[config.mk]
export PLATFORM = sky130hd
export DESIGN_NAME = cordic_feeder_flat
export DESIGN_NICKNAME = d
export VERILOG_FILES = /design/src/rtl/cordic_pkg.sv /design/src/rtl/cordic_feeder_if.sv /design/src/rtl/cordic_feeder.sv /design/src/flat_wrapper.sv
export SDC_FILE = /design/constraint.sdc
export NUM_CORES = 1
export LEC_CHECK = 0
export ABC_AREA = 1
export CAP_MARGIN = 20
export CORE_MARGIN = 2
export CORE_UTILIZATION = 38
export DETAILED_ROUTE_END_ITERATION = 7
export HOLD_SLACK_MARGIN = 0.15
export PLACE_DENSITY = 0.66
export SLEW_MARGIN = 25
export SYNTH_ARGS = -nofsm -noshare
export SYNTH_HDL_FRONTEND = slang
export SYNTH_SLANG_ARGS = --single-unit
[constraint.sdc]
create_clock -name clk -period 2 [get_ports clk]
set_clock_uncertainty 0.2 [all_clocks]
set_input_delay 0.4 -clock clk [delete_from_list [all_inputs] [get_ports clk]]
set_output_delay 0.4 -clock clk [all_outputs]
set_load 0.02 [all_outputs]
[src/rtl/cordic_pkg.sv]
// cordic_pkg: constants and the frame FSM state type shared by the cordic
// stages. The feeder and later stages agree on the chunk width, the chunk
// count per word and the angle width through this package.
package cordic_pkg;

  localparam int CHUNK_W = 2;
  localparam int N_CHUNK = 6;
  localparam int ANG_W   = 12;

  // Frame issue FSM shared by every stage that follows the feeder cadence
  typedef enum logic [1:0] {
    ST_IDLE = 2'd0,
    ST_ARM  = 2'd1,
    ST_SEND = 2'd2
  } state_e;

endpackage

[src/rtl/cordic_feeder_if.sv]
// cordic_feeder_if: control inputs and serial chunk outputs of the cordic
// feeder.
//   en      - frame issue enable
//   fcw     - phase increment per frame (FCW_W bits)
//   pof     - phase offset added to the angle (ANG_W bits)
//   phs_clr - synchronous phase accumulator clear
//   Rdy     - one-cycle pulse just before chunk 0 of a frame
//   Xout    - X chunks (constant zero, stage 0 uses 1/K)
//   Yout    - Y chunks (constant zero)
//   Aout    - folded angle chunks, LSB chunk first
//   ISout   - quadrant-fold flag of the most recent frame
//   busy    - high while a frame is being sent
// master drives the control side, slave is the feeder itself.
interface cordic_feeder_if
  import cordic_pkg::CHUNK_W;
#(
  parameter int FCW_W = 16,
  parameter int ANG_W = 12
);

  logic               en;
  logic [FCW_W-1:0]   fcw;
  logic [ANG_W-1:0]   pof;
  logic               phs_clr;
  logic               Rdy;
  logic [CHUNK_W-1:0] Xout;
  logic [CHUNK_W-1:0] Yout;
  logic [CHUNK_W-1:0] Aout;
  logic               ISout;
  logic               busy;

  modport master (
    output en, fcw, pof, phs_clr,
    input  Rdy, Xout, Yout, Aout, ISout, busy
  );

  modport slave (
    input  en, fcw, pof, phs_clr,
    output Rdy, Xout, Yout, Aout, ISout, busy
  );

endinterface

[src/rtl/cordic_feeder.sv]
// cordic_feeder: phase accumulator plus quadrant fold that serialises one
// folded angle word per frame into 2-bit chunks for a bit-serial CORDIC.
// Ports:
//   clk   - single clock, rising edge
//   rst_n - synchronous active-low reset
//   bus   - cordic_feeder_if.slave (en/fcw/pof/phs_clr in,
//           Rdy/Xout/Yout/Aout/ISout/busy out)
module cordic_feeder
  import cordic_pkg::CHUNK_W;
  import cordic_pkg::N_CHUNK;
  import cordic_pkg::state_e;
  import cordic_pkg::ST_IDLE;
  import cordic_pkg::ST_ARM;
  import cordic_pkg::ST_SEND;
#(
  parameter int FCW_W = 16,
  parameter int ANG_W = 12
) (
  input  logic           clk,
  input  logic           rst_n,
  cordic_feeder_if.slave bus
);

  state_e           state;
  logic [2:0]       cnt;
  logic [FCW_W-1:0] acc;
  logic [ANG_W-1:0] shreg;
  logic             is_pend;
  logic             is_out;

  logic             last_chunk;
  logic             rdy_int;
  logic             send;
  logic [ANG_W-1:0] ang;
  logic             fold;
  logic [ANG_W-1:0] a_word;

  assign last_chunk = (state == ST_SEND) && (cnt == 3'(N_CHUNK - 1));
  // Rdy marks the cycle right before chunk 0: the ARM cycle, or the last
  // chunk of a frame when another frame follows back to back.
  assign rdy_int    = (state == ST_ARM) || (last_chunk && bus.en);
  assign send       = rst_n && (state == ST_SEND);

  // Quadrants 1 and 2 are rotated by half a turn so the CORDIC only sees
  // angles within +-90 deg; the stage output is then sign-inverted via IS.
  assign ang    = acc[FCW_W-1 -: ANG_W] + bus.pof;
  assign fold   = ang[ANG_W-1] ^ ang[ANG_W-2];
  assign a_word = fold ? {~ang[ANG_W-1], ang[ANG_W-2:0]} : ang;

  always_ff @(posedge clk) begin
    if (!rst_n) begin
      state   <= ST_IDLE;
      cnt     <= 3'd0;
      acc     <= '0;
      shreg   <= '0;
      is_pend <= 1'b0;
      is_out  <= 1'b0;
    end else begin
      case (state)
        ST_IDLE: begin
          cnt <= 3'd0;
          if (bus.en) state <= ST_ARM;
        end
        ST_ARM: begin
          cnt   <= 3'd0;
          state <= ST_SEND;
        end
        ST_SEND: begin
          if (last_chunk) begin
            cnt <= 3'd0;
            if (!bus.en) state <= ST_IDLE;
          end else begin
            cnt <= cnt + 3'd1;
          end
        end
        default: begin
          state <= ST_IDLE;
          cnt   <= 3'd0;
        end
      endcase

      // Load the new word at the Rdy edge, otherwise shift out one chunk
      if (rdy_int) begin
        shreg   <= a_word;
        is_pend <= fold;
      end else if (state == ST_SEND) begin
        shreg <= shreg >> CHUNK_W;
      end

      // Clear beats the increment; the word latched this edge still used
      // the old accumulator value.
      if (bus.phs_clr) begin
        acc <= '0;
      end else if (rdy_int) begin
        acc <= acc + bus.fcw;
      end

      // IS is published after chunk 0 so it stays valid for the whole
      // pipeline latency of the downstream stages.
      if (state == ST_SEND && cnt == 3'd0) begin
        is_out <= is_pend;
      end
    end
  end

  assign bus.Rdy   = rst_n && rdy_int;
  assign bus.busy  = send;
  assign bus.Aout  = send ? shreg[CHUNK_W-1:0] : '0;
  assign bus.Xout  = '0;
  assign bus.Yout  = '0;
  assign bus.ISout = is_out;

endmodule

[src/flat_wrapper.sv]
// flat-port wrapper written by rule: the top's interface ports become plain ports
module cordic_feeder_flat import cordic_pkg::CHUNK_W; import cordic_pkg::N_CHUNK; import cordic_pkg::state_e; import cordic_pkg::ST_IDLE; import cordic_pkg::ST_ARM; import cordic_pkg::ST_SEND;
#(
  parameter int FCW_W = 16,
  parameter int ANG_W = 12
)
  (clk, rst_n, bus_en, bus_fcw, bus_pof, bus_phs_clr, bus_Rdy, bus_Xout, bus_Yout, bus_Aout, bus_ISout, bus_busy);
  cordic_feeder_if #(.FCW_W(FCW_W), .ANG_W(ANG_W)) bus_i ();
  input  logic clk;
  input  logic rst_n;
  input wire logic [$bits(bus_i.en)-1:0] bus_en;
  input wire logic [$bits(bus_i.fcw)-1:0] bus_fcw;
  input wire logic [$bits(bus_i.pof)-1:0] bus_pof;
  input wire logic [$bits(bus_i.phs_clr)-1:0] bus_phs_clr;
  output wire logic [$bits(bus_i.Rdy)-1:0] bus_Rdy;
  output wire logic [$bits(bus_i.Xout)-1:0] bus_Xout;
  output wire logic [$bits(bus_i.Yout)-1:0] bus_Yout;
  output wire logic [$bits(bus_i.Aout)-1:0] bus_Aout;
  output wire logic [$bits(bus_i.ISout)-1:0] bus_ISout;
  output wire logic [$bits(bus_i.busy)-1:0] bus_busy;
  assign bus_i.en = bus_en;
  assign bus_i.fcw = bus_fcw;
  assign bus_i.pof = bus_pof;
  assign bus_i.phs_clr = bus_phs_clr;
  assign bus_Rdy = bus_i.Rdy;
  assign bus_Xout = bus_i.Xout;
  assign bus_Yout = bus_i.Yout;
  assign bus_Aout = bus_i.Aout;
  assign bus_ISout = bus_i.ISout;
  assign bus_busy = bus_i.busy;
  cordic_feeder #(.FCW_W(FCW_W), .ANG_W(ANG_W)) u_core (.clk(clk), .rst_n(rst_n), .bus(bus_i));
endmodule
==> metrics.md, run 1 <==
| Metric | Value |
|---|---|
| Htree depth | 2 |
| Initial Util | 39.3% |
| Synth warn | 0 |
| Initial antenna violation count | 0 |
| Grt ovf | 0 |
| GR Util All Layers | 18.9% |
| Max-slew violations | 0 |
| PwrDens | 433 nW/um^2 |
| Design Area, Final | 4380 sq um |
| Layout cells sized above 1 | 29.8% |
| Max Buffers Root-to-Sink | 2 |
| Clock Pin Slew Worst Setup and Hold Paths | 0.07 ns |
| Largest cells by area after synthesis | dfxtp_1 24%, nand2_1 17%, ha_1 13%, inv_1 9.4%, nor2_1 6.3% |
| CTS tree | built |
| Die Span Y | 90.9 um |
| First-pass GRT wire length | 12900 um |
| Post-route setup TNS | 0 ns |
| Maximum VDD drop | 0.252 mV |
| Sequential cell area fraction in the yosys report | 23.7% |
| DRC | 0 |
| CP max stage delay | 0.31 ns |
| Hold Path Class | in -> reg |
| Yosys top cell by area | dfxtp_1 |
| Fin crit period | 1.93 ns |
| Number of synthesized register bits | 34 |
| Syn Inst Count | 452 |
| Top FF cell, synth | dfxtp_1 |
| ANT cells | 0 |
| Final setup viols | 0 |
| WP data required | 1.40 ns |
| Most common cell after layout, fill and taps aside | nand2_1 |
| Pleak | 0.00228 uW |
| Die area | 8260 sq um |
| Post-synthesis async set-or-reset flop share | 0% |
| Latest clock arrival within the worst-skew pair | 0.28 ns |
| Final ANT Viol Nets | 0 |
| I/O Buffers | 36 |
| Area after DPL | 3750 sq um |
| Filler Cell Count | 673 |
| Worst Setup SP | u_core.cnt[1] |
| Die extent in x | 90.9 um |
| Final Hold Viols | 0 |
| Cts hold-fix bufs | 0 |
| Critical-path top delay cell | dfxtp_1 |
| Hold Crit Start | rst_n |
| Endpoint class of the critical path | output pin |
| Post-synth EDFFs | 0 |
| Area grow syn2layout | 52.6% |
| Post-Synthesis Cell Area | 2870 sq um |
| Ratio of final minimum period to clock period | 96.5% |
| Tot Pwr | 1900 uW |
| Hpwl dp | 5770 um |
| CORE AREA | 7290 sq um |
| Setup CP Type | reg -> out |
| Root Buffer | clkbuf_8 |
| Rows | 31 |
| Max Cap Viol | 0 |
| DR vias | 3121 |
| CP Cell Sequence | inv_1 > ha_4 > nand2_4 > o21ai_4 > inv_2 > nor2_8 > buf_6 |
| Sink Count | 34 |
| Most frequent cells in the layout | 114 x nand2_1, 67 x inv_1, 65 x buf_4 |
| Crit Reg-Reg Startpoint | u_core.acc[4] |
| Vias in the first global route | 2910 |
| Largest net degree at the start of global routing | 33 |
| Post-synth top area share | 23.7% |
| Boundary Pins | 41 |
| DR vias/cell | 4.79 |
| Routability cong. | 0.876 |
| TritonRoute pass-1 iters | 4 |
| DRT iter0 DRCs | 105 |
| Cts bufs inserted | 5 |
| Worst path arrival time | 1.33 ns |
| # nets final | 617 |
| Status | finished clean |
| DRT Wirelength | 7910 um |
| CP max FO | 3 |
| Highest clock rate | 0.518 GHz |
| Critical Path Start Type | flop |
| Mean Syn Cell Area | 6.34 sq um |
| WL/cell | 12.1 um |
| Unique masters post-synth | 33 |
synthesized netlist by cell type, types with 2 or more instances:
library cell,number
a21oi_1,26
inv_2,2
fa_1,2
dfxtp_1,34
buf_2,4
o21bai_1,10
nand4_1,2
o211ai_1,2
nand3_1,28
nand2_1,131
o221ai_1,4
nor3_1,6
xnor2_1,8
inv_1,72
buf_4,4
o21ai_1,3
ha_1,29
nor2_1,48
a21o_1,2
o21ai_0,16
or2_2,2
xor2_1,6
power by group:
group          internal, uW  switching [uW]
Clock                   266             238
Sequential              710            25.1
Combinational           325             332
routing by layer:
layer | wire length, um | vias up | global-route usage [%]
li1 | - | 1631 | -
met1 | 3820 | 1431 | 24.5
met2 | 3770 | 55 | 32.4
met3 | 262 | 4 | 3.17
met4 | 50 | 0 | 4.80
met5 | 0 | - | 0
worst max-delay path, delay by kind of cell, from the launching register on:
kind            cells  cell delay (ns)
fa+ha+maj           1             0.15
compound gates      1             0.15
simple gates        2             0.15
flops               1             0.31
buf+inv             3             0.30
layout make-up:
cell class	count	area [sq um]	area share (%)
inverter	74	280	6.40
tap	99	124	2.83
clock buffer	6	82.6	1.89
multi-input combinational	337	2310	52.8
timing repair buffer	102	887	20.3
sequential	34	691	15.8
cell families after synthesis:
logic type	after synthesis	synth area share, %
other	1	0.131
AOI/OAI and AO/OA	66	13.8
xor gates and xnor gates	14	4.28
and+or+nand+nor	222	32.0
adders and majority gates	31	14.0
DFF	34	23.7
buffers and inverters	84	12.0
registers in the layout, indices dropped and copies added (netlist names):
register,flops
u_core.acc,16
u_core.shreg,11
u_core.cnt,3
u_core.state,2
u_core.bus.ISout,1
u_core.is_pend,1
path summary, 6_finish.rpt:
| check | cells past startpoint | end | slack (ns) |
|---|---|---|---|
| worst max-delay path | 7 | bus_Rdy | 0.07 |
| worst min-delay path | 4 | u_core.shreg[0] | 0.29 |
| worst max register to register | 12 | u_core.acc[11] | 0.10 |
| worst min register to register | 2 | u_core.shreg[11] | 0.31 |
metrics by stage:
stage | instances | util (%) | worst slack, ns | hold WS [ns]
after floorplan | 455 | - | 0.0402 | 0.220
after global placement | 640 | 51.4 | -0.469 | 0.278
after detailed placement | 640 | 51.4 | -0.496 | 0.283
after CTS | 649 | 56.2 | 0.000412 | 0.305
after global routing | 652 | 60.0 | -0.0208 | 0.298
final | 652 | 60.0 | 0.0707 | 0.287
timing repair:
action / CTS / global route
gates resized for setup: 71 / 68
endpoints found under the setup margin: 22 / 26
pin swaps: 27 / 20
gates cloned: 0 / 0
buffers inserted: 3 / 3
No activity file was read; power rests on OpenSTA's default activity.
==> run 2, diff against run 1 <==
--- a/config.mk
+++ b/config.mk
@@ -5,13 +5,12 @@
 export SDC_FILE = /design/constraint.sdc
 export NUM_CORES = 1
 export LEC_CHECK = 0
-export ABC_AREA = 1
 export CAP_MARGIN = 20
 export CORE_MARGIN = 2
 export CORE_UTILIZATION = 38
 export DETAILED_ROUTE_END_ITERATION = 7
 export HOLD_SLACK_MARGIN = 0.15
-export PLACE_DENSITY = 0.66
+export PLACE_DENSITY = 0.67
 export SLEW_MARGIN = 25
 export SYNTH_ARGS = -nofsm -noshare
 export SYNTH_HDL_FRONTEND = slang
==> metrics.md, run 2 <==
| Metric | Value |
|---|---|
| DRT iter0 DRCs | 113 |
| Top FF cell, synth | dfxtp_1 |
| Root Buffer | clkbuf_8 |
| GR Util All Layers | 21.0% |
| Fin crit period | 2.39 ns |
| Yosys top cell by area | dfxtp_1 |
| Clock Pin Slew Worst Setup and Hold Paths | 0.08 ns |
| Post-synthesis async set-or-reset flop share | 0% |
| Unique masters post-synth | 53 |
| Htree depth | 2 |
| I/O Buffers | 36 |
| Worst hold endpoint | u_core.acc[3] |
| DRT Wirelength | 8200 um |
| R2R setup slack | -0.39 ns |
| Clock Power Share | 27.7% |
| CP max FO | 3 |
| Crit Reg-Reg Startpoint | u_core.acc[0] |
| Final Hold Viols | 0 |
| Routability cong. | 0.925 |
| Setup CP Type | reg -> reg |
| Most frequent cells in the layout | 84 x buf_4, 45 x nand2_1, 28 x dfxtp_1 |
| WHS Path Cells | 2 |
| Critical-path top delay cell | fa_2 |
| Largest cells by area after synthesis | dfxtp_1 26%, ha_1 14%, nand2_1 6.7%, a21oi_1 6.2%, nand3_1 3.2% |
| Vias in the first global route | 2849 |
| CP Buf/Inv Count | 2 |
| Setup ws final | -0.390 ns |
| Cts hold-fix bufs | 0 |
| Post-synth EDFFs | 0 |
| Sink Count | 34 |
| Setup WS pre-CTS | -0.881 ns |
| Top-count cell post-synth | nand2_1 |
| Worst path arrival time | 2.39 ns |
| Boundary Pins | 41 |
| Switching power | 570 uW |
| FF-to-FF path depth | 10 |
| Initial antenna violation count | 0 |
| Grt ovf | 0 |
| TritonRoute pass-1 iters | 4 |
| Reg power frac | 40.4% |
| Hold Crit Start | u_core.acc[3] |
| DR vias | 2940 |
| Hold Path Class | reg -> reg |
| Reg-to-reg critical path endpoint | u_core.acc[6] |
| Post-synth top area share | 25.7% |
| Sequential cell area fraction in the yosys report | 25.7% |
| CORE AREA | 6760 sq um |
| Crit path max-delay family | compound AO/OA/AOI/OAI gates |
| Post-Synthesis Cell Area | 2650 sq um |
| Hpwl dp | 5830 um |
| Die Span Y | 87.5 um |
| Failing checks | setup timing |
| ANT cells | 0 |
| Max Cap Viol | 0 |
| Sw frac | 31.6% |
| RSZ-0062 raised after global routing | true |
| Highest clock rate | 0.418 GHz |
| Layout cells sized above 1 | 39.7% |
| Area grow syn2layout | 63.4% |
| Latest clock arrival within the worst-skew pair | 0.30 ns |
| PwrDens | 417 nW/um^2 |
| Internal power | 1240 uW |
| Ratio of final minimum period to clock period | 119% |
| Endpoint class of the critical path | flop |
| Rows | 30 |
| Status | complete, but fails checks |
| DRC | 0 |
| Pleak | 0.00189 uW |
| Max-slew violations | 0 |
| Cts bufs inserted | 5 |
| DR vias/cell | 5.40 |
| Fin util | 64.1% |
| Max reg flops | 16 |
| Final setup viols | 19 |
| Largest net degree at the start of global routing | 21 |
| Filler Cell Count | 546 |
| Initial Util | 39.2% |
| Comb pwr share | 31.9% |
| Critical Path Start Type | flop |
| Syn Inst Count | 337 |
| Die area | 7660 sq um |
| WL/cell | 15.1 um |
| Top reg by flops | u_core.acc |
| Die extent in x | 87.5 um |
| Most common cell after layout, fill and taps aside | buf_4 |
| Mean Syn Cell Area | 7.86 sq um |
| WP data required | 2.00 ns |
| Post-synth top cells | 47 x nand2_1, 34 x dfxtp_1, 33 x a21oi_1 |
| Maximum VDD drop | 0.205 mV |
| Synth warn | 0 |
| # nets final | 527 |
| Final ANT Viol Nets | 0 |
| CP max stage delay | 0.35 ns |
| First-pass GRT wire length | 12800 um |
| Largest regs | u_core.acc (16), u_core.shreg (11), u_core.cnt (3) |
| Max Buffers Root-to-Sink | 2 |
| Number of synthesized register bits | 34 |
| CTS tree | built |
| Tot Pwr | 1810 uW |
| CP Cell Sequence | ha_4 > fa_2 > a21o_1 > a21o_1 > buf_6 > buf_6 > a21o_4 > a21oi_2 > xor2_1 > o21ai_1 |
run 2: cell types whose count changed after synthesis, moves of 5 or more:
cell      change
nand2_1      -84
a311oi_1      +5
nand3_1      -11
o21a_1        +5
inv_1        -58
clkbuf_1      +7
and3_1        +8
nor2_1       -26
a21oi_1       +7
nor2b_1       +6
a21o_1        +5
o21bai_1     -10
run 2: layer usage:
layer  up-vias  part of all wire, %  GRT usage, %
li1       1471                    -             -
met1      1375                   43          24.9
met2        68                   50          37.0
met3        26                  3.8          3.60
met4         0                  3.5          9.37
met5         -                    0             0
run 2: worst max-delay path by stage:
| stage | from | endpoint | slack, ns | cells after the start |
|---|---|---|---|---|
| 2_1_floorplan | bus_fcw[0] | u_core.acc[8] | -0.32 | 9 |
| 3_3_place_gp | bus_fcw[0] | u_core.acc[8] | -0.84 | 10 |
| 3_5_place_dp | bus_pof[0] | u_core.is_pend | -0.88 | 11 |
| 4_1_cts | u_core.acc[0] | u_core.acc[8] | -0.42 | 9 |
| 5_1_grt | u_core.acc[0] | u_core.acc[6] | -0.48 | 10 |
| 6_report | u_core.acc[0] | u_core.acc[6] | -0.39 | 10 |
run 2: worst min-delay path, stage by stage (launching register included):
cell and delay [ns]:
dfxtp_1 0.32, nand2_1 0.05, a21oi_1 0.05
run 2: cell type report:
type                            count  area (sq um)  area share [%]
Multi-Input combinational cell    278          2300            53.0
Timing Repair Buffer              131          1100            25.5
Tap cell                           80           100            2.31
Clock buffer                        5          68.8            1.59
Sequential cell                    34           696            16.1
Clock inverter                      2          10.0           0.231
Inverter                           14          55.1            1.27
run 2: power groups by stage:
stage	Combinational, uW	Sequential, uW	Clock, uW
finish	576	730	501
floorplan	281	741	0
global placement	497	745	0
global route	629	733	537
detailed placement	508	746	0
CTS	537	729	501
run 2: logic make-up after synthesis:
kind of cell    Yosys count  synth area share (%)
compound gates           96                  24.0
xor+xnor                 17                  5.62
fa+ha+maj                31                  15.2
buf+inv                  28                  5.15
flops                    34                  25.7
mux                       3                  1.13
other cells               1                 0.142
simple gates            127                  23.1
run 2: stage by stage:
stage | hold slack, ns | std cells | setup TNS (ns) | area, sq um
6_report | 0.266 | 544 | -3.95 | 4330
5_1_grt | 0.289 | 544 | -5.80 | 4330
4_1_cts | 0.264 | 536 | -3.47 | 4080
3_5_place_dp | 0.253 | 520 | -17.59 | 3740
3_3_place_gp | 0.249 | 520 | -16.72 | 3740
2_1_floorplan | 0.236 | 340 | -1.64 | 2790
run 2: timing repair:
item,CTS,global route
pin swaps,42,32
resized for setup,76,48
setup buffers,9,10
setup endpoints to repair,29,28
==> run 3, diff against run 2 <==
--- a/config.mk
+++ b/config.mk
@@ -11,7 +11,7 @@
 export DETAILED_ROUTE_END_ITERATION = 7
 export HOLD_SLACK_MARGIN = 0.15
 export PLACE_DENSITY = 0.67
-export SLEW_MARGIN = 25
+export SLEW_MARGIN = 20
 export SYNTH_ARGS = -nofsm -noshare
 export SYNTH_HDL_FRONTEND = slang
 export SYNTH_SLANG_ARGS = --single-unit
==> results of run 3 <==
Final layout, timing and power as in run 2 (identical DEF).
